`src/rtl/pipe_ctrl_unit_if.sv`:
```
// ----------------------------------------------------------------------------
// pipe_ctrl_unit_if
//   Bundle between the 5-stage datapath and the pipelined control unit.
//   master : datapath side (drives ID instruction / EX zero flag, consumes
//            hazard controls and per-stage control bits)
//   slave  : control unit side
// Signals
//   id_valid, id_instr, ex_zero            datapath -> control
//   stall, flush, pc_src                   hazard/branch controls (comb)
//   ex_alu_ctrl, ex_alu_src, ex_illegal    EX stage controls
//   mem_read, mem_write                    MEM stage controls
//   wb_reg_write, wb_mem_reg, wb_wr_reg    WB stage controls
// ----------------------------------------------------------------------------
interface pipe_ctrl_unit_if #(
    parameter int REG_AW     = 5,
    parameter int ALU_CTRL_W = 4
);
    logic                  id_valid;
    logic [31:0]           id_instr;
    logic                  ex_zero;
    logic                  stall;
    logic                  flush;
    logic                  pc_src;
    logic [ALU_CTRL_W-1:0] ex_alu_ctrl;
    logic                  ex_alu_src;
    logic                  ex_illegal;
    logic                  mem_read;
    logic                  mem_write;
    logic                  wb_reg_write;
    logic                  wb_mem_reg;
    logic [REG_AW-1:0]     wb_wr_reg;

    modport master (
        output id_valid, id_instr, ex_zero,
        input  stall, flush, pc_src,
        input  ex_alu_ctrl, ex_alu_src, ex_illegal,
        input  mem_read, mem_write,
        input  wb_reg_write, wb_mem_reg, wb_wr_reg
    );

    modport slave (
        input  id_valid, id_instr, ex_zero,
        output stall, flush, pc_src,
        output ex_alu_ctrl, ex_alu_src, ex_illegal,
        output mem_read, mem_write,
        output wb_reg_write, wb_mem_reg, wb_wr_reg
    );
endinterface

```
`src/rtl/pipe_ctrl_unit.sv`:
```
// ----------------------------------------------------------------------------
// pipe_ctrl_unit
//   Pipelined main/ALU decoder for the 5-stage MIPS core. Decodes the ID
//   instruction, carries its control bits through ID/EX, EX/MEM and MEM/WB,
//   raises a one-cycle stall on a load-use hazard and a flush when a BEQ/BNE
//   resolves taken in EX.
// Ports
//   clock      rising-edge clock
//   reset      synchronous, active-high; all stages load a bubble
//   bus        pipe_ctrl_unit_if.slave (ID instruction in, per-stage controls
//              and stall/flush/pc_src out)
// Optional feature
//   CTRL_IMM_OPS_EN : when defined, ADDI/ANDI/ORI decode as immediate ALU ops;
//                     otherwise those opcodes decode as illegal.
// ----------------------------------------------------------------------------
module pipe_ctrl_unit #(
    parameter int                    REG_AW      = 5,
    parameter int                    ALU_CTRL_W  = 4,
    parameter logic [ALU_CTRL_W-1:0] ALU_ILLEGAL = {ALU_CTRL_W{1'b1}}
) (
    input  logic            clock,
    input  logic            reset,
    pipe_ctrl_unit_if.slave bus
);

    // opcodes
    localparam logic [5:0] OP_R    = 6'b000000;
    localparam logic [5:0] OP_LW   = 6'b100011;
    localparam logic [5:0] OP_SW   = 6'b101011;
    localparam logic [5:0] OP_BEQ  = 6'b000100;
    localparam logic [5:0] OP_BNE  = 6'b000101;
`ifdef CTRL_IMM_OPS_EN
    localparam logic [5:0] OP_ADDI = 6'b001000;
    localparam logic [5:0] OP_ANDI = 6'b001100;
    localparam logic [5:0] OP_ORI  = 6'b001101;
`endif

    // R-type functs
    localparam logic [5:0] FN_AND = 6'b100100;
    localparam logic [5:0] FN_OR  = 6'b100101;
    localparam logic [5:0] FN_ADD = 6'b100000;
    localparam logic [5:0] FN_SUB = 6'b100010;
    localparam logic [5:0] FN_SLT = 6'b101010;
    localparam logic [5:0] FN_NOR = 6'b100111;

    // ALU codes
    localparam logic [ALU_CTRL_W-1:0] ALU_AND = ALU_CTRL_W'(4'b0000);
    localparam logic [ALU_CTRL_W-1:0] ALU_OR  = ALU_CTRL_W'(4'b0001);
    localparam logic [ALU_CTRL_W-1:0] ALU_ADD = ALU_CTRL_W'(4'b0010);
    localparam logic [ALU_CTRL_W-1:0] ALU_SUB = ALU_CTRL_W'(4'b0110);
    localparam logic [ALU_CTRL_W-1:0] ALU_SLT = ALU_CTRL_W'(4'b0111);
    localparam logic [ALU_CTRL_W-1:0] ALU_NOR = ALU_CTRL_W'(4'b1100);

    typedef struct packed {
        logic [ALU_CTRL_W-1:0] alu_ctrl;
        logic                  alu_src;
        logic                  illegal;
        logic                  is_beq;
        logic                  is_bne;
        logic                  mem_read;
        logic                  mem_write;
        logic                  reg_write;
        logic                  mem_reg;
        logic [REG_AW-1:0]     wr_reg;
    } id_ex_t;

    typedef struct packed {
        logic              mem_read;
        logic              mem_write;
        logic              reg_write;
        logic              mem_reg;
        logic [REG_AW-1:0] wr_reg;
    } ex_mem_t;

    typedef struct packed {
        logic              reg_write;
        logic              mem_reg;
        logic [REG_AW-1:0] wr_reg;
    } mem_wb_t;

    id_ex_t  dec;
    id_ex_t  id_ex_q;
    ex_mem_t ex_mem_q;
    mem_wb_t mem_wb_q;

    logic [5:0]        op;
    logic [5:0]        funct;
    logic [REG_AW-1:0] rs;
    logic [REG_AW-1:0] rt;
    logic [REG_AW-1:0] rd;
    logic              uses_rt;
    logic              load_use;
    logic              taken;
    logic              stall_i;
    logic              flush_i;

    assign op    = bus.id_instr[31:26];
    assign funct = bus.id_instr[5:0];
    assign rs    = REG_AW'(bus.id_instr[25:21]);
    assign rt    = REG_AW'(bus.id_instr[20:16]);
    assign rd    = REG_AW'(bus.id_instr[15:11]);

    // ------------------------------------------------------------------
    // ID decode. A non-valid slot decodes to the all-zero bubble.
    // ------------------------------------------------------------------
    always_comb begin
        dec = '0;
        if (bus.id_valid) begin
            case (op)
                OP_R: begin
                    dec.reg_write = 1'b1;
                    dec.wr_reg    = rd;
                    case (funct)
                        FN_AND:  dec.alu_ctrl = ALU_AND;
                        FN_OR:   dec.alu_ctrl = ALU_OR;
                        FN_ADD:  dec.alu_ctrl = ALU_ADD;
                        FN_SUB:  dec.alu_ctrl = ALU_SUB;
                        FN_SLT:  dec.alu_ctrl = ALU_SLT;
                        FN_NOR:  dec.alu_ctrl = ALU_NOR;
                        default: begin
                            dec.reg_write = 1'b0;
                            dec.wr_reg    = '0;
                            dec.illegal   = 1'b1;
                            dec.alu_ctrl  = ALU_ILLEGAL;
                        end
                    endcase
                end
                OP_LW: begin
                    dec.alu_ctrl  = ALU_ADD;
                    dec.alu_src   = 1'b1;
                    dec.mem_read  = 1'b1;
                    dec.mem_reg   = 1'b1;
                    dec.reg_write = 1'b1;
                    dec.wr_reg    = rt;
                end
                OP_SW: begin
                    dec.alu_ctrl  = ALU_ADD;
                    dec.alu_src   = 1'b1;
                    dec.mem_write = 1'b1;
                end
                OP_BEQ: begin
                    dec.alu_ctrl = ALU_SUB;
                    dec.is_beq   = 1'b1;
                end
                OP_BNE: begin
                    dec.alu_ctrl = ALU_SUB;
                    dec.is_bne   = 1'b1;
                end
`ifdef CTRL_IMM_OPS_EN
                OP_ADDI, OP_ANDI, OP_ORI: begin
                    dec.alu_ctrl  = (op == OP_ADDI) ? ALU_ADD :
                                    (op == OP_ANDI) ? ALU_AND : ALU_OR;
                    dec.alu_src   = 1'b1;
                    dec.reg_write = 1'b1;
                    dec.wr_reg    = rt;
                end
`endif
                default: begin
                    // undefined opcode: no enables, ALU code left at 0000
                    dec.illegal = 1'b1;
                end
            endcase
            // $zero is never written
            if (dec.wr_reg == '0)
                dec.reg_write = 1'b0;
        end
    end

    // rt is a source operand for R-type, SW and both branches; LW and the
    // immediate ops only read rs.
    assign uses_rt = (op == OP_R) || (op == OP_SW) || (op == OP_BEQ) || (op == OP_BNE);

    // Only LW sets mem_read, so it doubles as the "EX holds a load" flag.
    assign load_use = bus.id_valid && id_ex_q.mem_read && (id_ex_q.wr_reg != '0) &&
                      ((id_ex_q.wr_reg == rs) || (uses_rt && (id_ex_q.wr_reg == rt)));

    assign taken = (id_ex_q.is_beq && bus.ex_zero) || (id_ex_q.is_bne && !bus.ex_zero);

    // A taken branch squashes the ID instruction anyway, so it overrides
    // the stall. Both are held low while reset is asserted.
    assign flush_i = !reset && taken;
    assign stall_i = !reset && load_use && !taken;

    // ------------------------------------------------------------------
    // Pipeline registers: advance every cycle, ID/EX takes a bubble on
    // stall or flush.
    // ------------------------------------------------------------------
    always_ff @(posedge clock) begin
        if (reset) begin
            id_ex_q  <= '0;
            ex_mem_q <= '0;
            mem_wb_q <= '0;
        end else begin
            id_ex_q            <= (stall_i || flush_i) ? '0 : dec;
            ex_mem_q.mem_read  <= id_ex_q.mem_read;
            ex_mem_q.mem_write <= id_ex_q.mem_write;
            ex_mem_q.reg_write <= id_ex_q.reg_write;
            ex_mem_q.mem_reg   <= id_ex_q.mem_reg;
            ex_mem_q.wr_reg    <= id_ex_q.wr_reg;
            mem_wb_q.reg_write <= ex_mem_q.reg_write;
            mem_wb_q.mem_reg   <= ex_mem_q.mem_reg;
            mem_wb_q.wr_reg    <= ex_mem_q.wr_reg;
        end
    end

    assign bus.stall        = stall_i;
    assign bus.flush        = flush_i;
    assign bus.pc_src       = flush_i;
    assign bus.ex_alu_ctrl  = id_ex_q.alu_ctrl;
    assign bus.ex_alu_src   = id_ex_q.alu_src;
    assign bus.ex_illegal   = id_ex_q.illegal;
    assign bus.mem_read     = ex_mem_q.mem_read;
    assign bus.mem_write    = ex_mem_q.mem_write;
    assign bus.wb_reg_write = mem_wb_q.reg_write;
    assign bus.wb_mem_reg   = mem_wb_q.mem_reg;
    assign bus.wb_wr_reg    = mem_wb_q.wr_reg;

endmodule

```
`src/flat_wrapper.sv`:
```
// flat-port wrapper written by rule: the top's interface ports become plain ports
module pipe_ctrl_unit_flat 
#(
    parameter int                    REG_AW      = 5,
    parameter int                    ALU_CTRL_W  = 4,
    parameter logic [ALU_CTRL_W-1:0] ALU_ILLEGAL = {ALU_CTRL_W{1'b1}}
)
  (clock, reset, bus_id_valid, bus_id_instr, bus_ex_zero, bus_stall, bus_flush, bus_pc_src, bus_ex_alu_ctrl, bus_ex_alu_src, bus_ex_illegal, bus_mem_read, bus_mem_write, bus_wb_reg_write, bus_wb_mem_reg, bus_wb_wr_reg);
  pipe_ctrl_unit_if #(.REG_AW(REG_AW), .ALU_CTRL_W(ALU_CTRL_W)) bus_i ();
  input  logic clock;
  input  logic reset;
  input wire logic [$bits(bus_i.id_valid)-1:0] bus_id_valid;
  input wire logic [$bits(bus_i.id_instr)-1:0] bus_id_instr;
  input wire logic [$bits(bus_i.ex_zero)-1:0] bus_ex_zero;
  output wire logic [$bits(bus_i.stall)-1:0] bus_stall;
  output wire logic [$bits(bus_i.flush)-1:0] bus_flush;
  output wire logic [$bits(bus_i.pc_src)-1:0] bus_pc_src;
  output wire logic [$bits(bus_i.ex_alu_ctrl)-1:0] bus_ex_alu_ctrl;
  output wire logic [$bits(bus_i.ex_alu_src)-1:0] bus_ex_alu_src;
  output wire logic [$bits(bus_i.ex_illegal)-1:0] bus_ex_illegal;
  output wire logic [$bits(bus_i.mem_read)-1:0] bus_mem_read;
  output wire logic [$bits(bus_i.mem_write)-1:0] bus_mem_write;
  output wire logic [$bits(bus_i.wb_reg_write)-1:0] bus_wb_reg_write;
  output wire logic [$bits(bus_i.wb_mem_reg)-1:0] bus_wb_mem_reg;
  output wire logic [$bits(bus_i.wb_wr_reg)-1:0] bus_wb_wr_reg;
  assign bus_i.id_valid = bus_id_valid;
  assign bus_i.id_instr = bus_id_instr;
  assign bus_i.ex_zero = bus_ex_zero;
  assign bus_stall = bus_i.stall;
  assign bus_flush = bus_i.flush;
  assign bus_pc_src = bus_i.pc_src;
  assign bus_ex_alu_ctrl = bus_i.ex_alu_ctrl;
  assign bus_ex_alu_src = bus_i.ex_alu_src;
  assign bus_ex_illegal = bus_i.ex_illegal;
  assign bus_mem_read = bus_i.mem_read;
  assign bus_mem_write = bus_i.mem_write;
  assign bus_wb_reg_write = bus_i.wb_reg_write;
  assign bus_wb_mem_reg = bus_i.wb_mem_reg;
  assign bus_wb_wr_reg = bus_i.wb_wr_reg;
  pipe_ctrl_unit #(.REG_AW(REG_AW), .ALU_CTRL_W(ALU_CTRL_W), .ALU_ILLEGAL(ALU_ILLEGAL)) u_core (.clock(clock), .reset(reset), .bus(bus_i));
endmodule
```
`config.mk`:
```
export PLATFORM = sky130hd
export DESIGN_NAME = pipe_ctrl_unit_flat
export DESIGN_NICKNAME = d
export VERILOG_FILES = /design/src/rtl/pipe_ctrl_unit_if.sv /design/src/rtl/pipe_ctrl_unit.sv /design/src/flat_wrapper.sv
export SDC_FILE = /design/constraint.sdc
export NUM_CORES = 1
export LEC_CHECK = 0
export CELL_PAD_IN_SITES_DETAIL_PLACEMENT = 0
export CELL_PAD_IN_SITES_GLOBAL_PLACEMENT = 2
export CORE_AREA = 4 4 83 85
export DETAILED_ROUTE_END_ITERATION = 10
export DIE_AREA = 0 0 87 89
export HOLD_SLACK_MARGIN = 0.12
export PLACE_DENSITY_LB_ADDON = 0.1
export RECOVER_POWER = 25
export SETUP_SLACK_MARGIN = 0.02
export SLEW_MARGIN = 25
export SYNTH_ARGS = -nofsm -noshare
export SYNTH_HDL_FRONTEND = slang
export SYNTH_SLANG_ARGS = --single-unit
```
`constraint.sdc`:
```
create_clock -name clock -period 1.85 [get_ports clock]
set_input_delay 0.37 -clock clock [delete_from_list [all_inputs] [get_ports clock]]
set_output_delay 0.37 -clock clock [all_outputs]
set_load 0.02 [all_outputs]
```
==> flow_metrics.py <==
metrics = {
    "status": {
        "status": "finished with violations",
        "violations": "negative setup slack",
    },
    "final_layout": {
        "final_layout_size_suffix_gt1_share_pct": 37.5,
        "final_cells": 293,
        "n_antenna_cell": 0,
        "areaGrowthSynthToFinish_pct": 78.4,
        "final-seq-area_um2": 626,
        "fillers": 641,
        "nets": 251,
        "multiInputGateArea_um2": 752,
        "largest_register_ffs": 10,
    },
    "synth": {
        "yosys.area.top_type": "dfxtp_1",
        "synth_area_leaders": "dfxtp_1, nor2b_1, xor2_1",
        "synthesis.area_um2": 1330,
        "synth_cell_types": 38,
        "synth-seq-cells": 31,
        "synth-main-ff-cell": "dfxtp_1",
        "syn_avg_cell_area_um2": 9.97,
        "synthCells": 133,
        "synthTopCellsByCount": "dfxtp_1, nor2b_1, nor2_1, nor2_2, xor2_1",
        "synth.most_common_cell": "dfxtp_1",
        "async_reset_ff_share_pct": 0,
        "yosysWarnings": 0,
        "synth_top_area_share_pct": 46.8,
        "ys_seq_area_share_pct": 46.8,
        "synth_edf_count": 0,
        "synth_fp_nets": 169,
    },
    "clock_tree": {
        "numCtsBuffers": 5,
        "clk_path_buf_depth": 2,
        "cts_sinks": 31,
        "clockRootBuffer": "clkbuf_8",
        "tritoncts": "done",
        "clk_pin_slew_ns": 0.07,
        "cts_max_level": 2,
        "clk_latency_ns": 0.28,
    },
    "detailed_routing": {
        "antenna_left": 0,
        "vias_per_cell": 4.09,
        "vias": 1199,
        "wirelength_um": 3560,
        "dr.pass1.iters": 2,
        "drc": 0,
        "wl_per_cell_um": 12.1,
        "drt-initial-drc-count": 13,
    },
    "critical_path": {
        "r2r_cells": 8,
        "critPathArrivalTime_ns": 1.66,
        "start_kind": "register",
        "setup.worst_path.class": "reg -> out",
        "cp.required_ns": 1.48,
        "critPathCaptureType": "primary output",
        "crit_fanout": 3,
    },
    "grt": {
        "grt_antenna_before_repair": 0,
        "track_usage_pct": 10.0,
        "grt_max_degree": 18,
        "first_global_vias": 1286,
        "overflow": 0,
        "grt_pass1_wl_um": 5950,
    },
    "sta": {
        "finalSetupViolCount": 17,
        "period_share_pct": 110,
        "setup_slack_ns": -0.185,
        "fmax_mhz": 491,
        "final_hold_viol_count": 0,
        "grt_setup_unrepaired": "yes",
        "period_needed_ns": 2.03,
        "whs_ns": 0.434,
        "clock-skew-final_ns": 0.00514,
        "tightest_slew_ns": 0.283,
        "final-max-slew-violation-count": 0,
        "maxSlewHeadroom_pct": 81.2,
    },
    "place": {
        "preCtsSetupSlack_ns": -1.04,
        "dp_cells": 281,
        "dp_hpwl_um": 2700,
        "portBuffers": 48,
        "gp_congestion": 0.735,
    },
    "floorplan": {
        "num_io_pins": 54,
        "die_h_um": 89,
        "core-area_um2": 6200,
        "die-area_um2": 7740,
        "initial_core_util_pct": 21.4,
        "rows": 29,
        "fp.dieW_um": 87,
    },
    "job": {
        "drv_cap": 0,
    },
    "pwr": {
        "p_int_mw": 1.22,
        "switching_share_pct": 21.3,
        "power_frac_comb_pct": 12.4,
        "power_leakage_nw": 0.921,
        "switchingPower_mw": 0.329,
        "p_total_mw": 1.55,
        "power-per-cell-area_nw_per_um2": 653,
        "seqPwrFrac_pct": 43.4,
        "peakVddDrop_mv": 0.253,
        "clkPwrFrac_pct": 44.2,
    },
    "worst_hold_path": {
        "min_path_type": "reg -> reg",
        "min_path_cells": 1,
    },
}
[metal layers]
layer	global-route usage, %	routed length (µm)	vias up
met3	3.50	214	4
li1	-	-	618
met2	17.9	1880	29
met5	0	0	-
met4	3.82	49	0
met1	10.9	1420	548
[critical path: stages (launching register included)]
cell	delay (ns)
dfxtp_2	0.34
or4_4	0.56
nor2_2	0.09
nand4b_1	0.17
o31ai_4	0.09
buf_6	0.14
[worst paths after layout]
| check | startpoint | to | slack, ns |
|---|---|---|---|
| setup / recovery | u_core.id_ex_q[1]$_SDFF_PP0_ | bus_stall | -0.18 |
| hold / removal | u_core.ex_mem_q[4]$_SDFF_PP0_ | u_core.bus.wb_wr_reg[4]$_SDFF_PP0_ | 0.43 |
| setup reg to reg | u_core.id_ex_q[3]$_SDFF_PP0_ | u_core.id_ex_q[4]$_SDFF_PP0_ | -0.09 |
| hold reg to reg | u_core.ex_mem_q[4]$_SDFF_PP0_ | u_core.bus.wb_wr_reg[4]$_SDFF_PP0_ | 0.43 |
[power groups by stage]
stage,Sequential (mW),Clock (mW),Combinational (mW)
after floorplan,0.688,0,0.0498
after global placement,0.686,0,0.178
after detailed placement,0.686,0,0.178
after CTS,0.671,0.713,0.190
after global routing,0.671,0.748,0.208
final,0.671,0.683,0.192
[kinds of logic (layout without fill, tap and decap cells)]
kind of cell,after synthesis,count (layout),synth area share (%)
flops,31,31,46.8
mux,1,1,0.849
buf+inv,10,93,5.38
compound gates,20,20,11.4
simple gates,60,60,28.3
xor+xnor,11,11,7.26
[stage by stage]
step | TNS [ns] | area (µm²) | utilization (%)
final | -1.27 | 2370 | 38.1
after floorplan | 0 | 1340 | -
after CTS | -2.10 | 2320 | 37.4
after detailed placement | -11.14 | 2100 | 33.8
after global placement | -11.22 | 2100 | 33.8
after global routing | -2.65 | 2370 | 38.1
[area by class of cell]
class / instances / area share, %
clock buffers: 6 / 3.49
repair buffers: 83 / 32.4
flip-flops and latches: 31 / 26.4
inverters: 2 / 0.317
well taps: 77 / 4.07
multi-input cells: 92 / 31.8
clock inverters: 2 / 1.48
[timing repair]
action,CTS,global route
resized for setup,43,17
buffers inserted,4,0
hold buffers,0,0
pin swaps,15,6
cloned,1,0
setup endpoints to repair,19,17
[cell usage in the layout, fill, tap and decap left out, types with 6 or more instances in the layout]
cell and count:
dfxtp_1 27, dlygate4sd2_1 9, buf_4 29, clkdlybuf4s50_1 34, xor2_1 7, clkbuf_8 6
nor2b_1 17, nor2_1 6
Power figures use the tool's default switching activity.
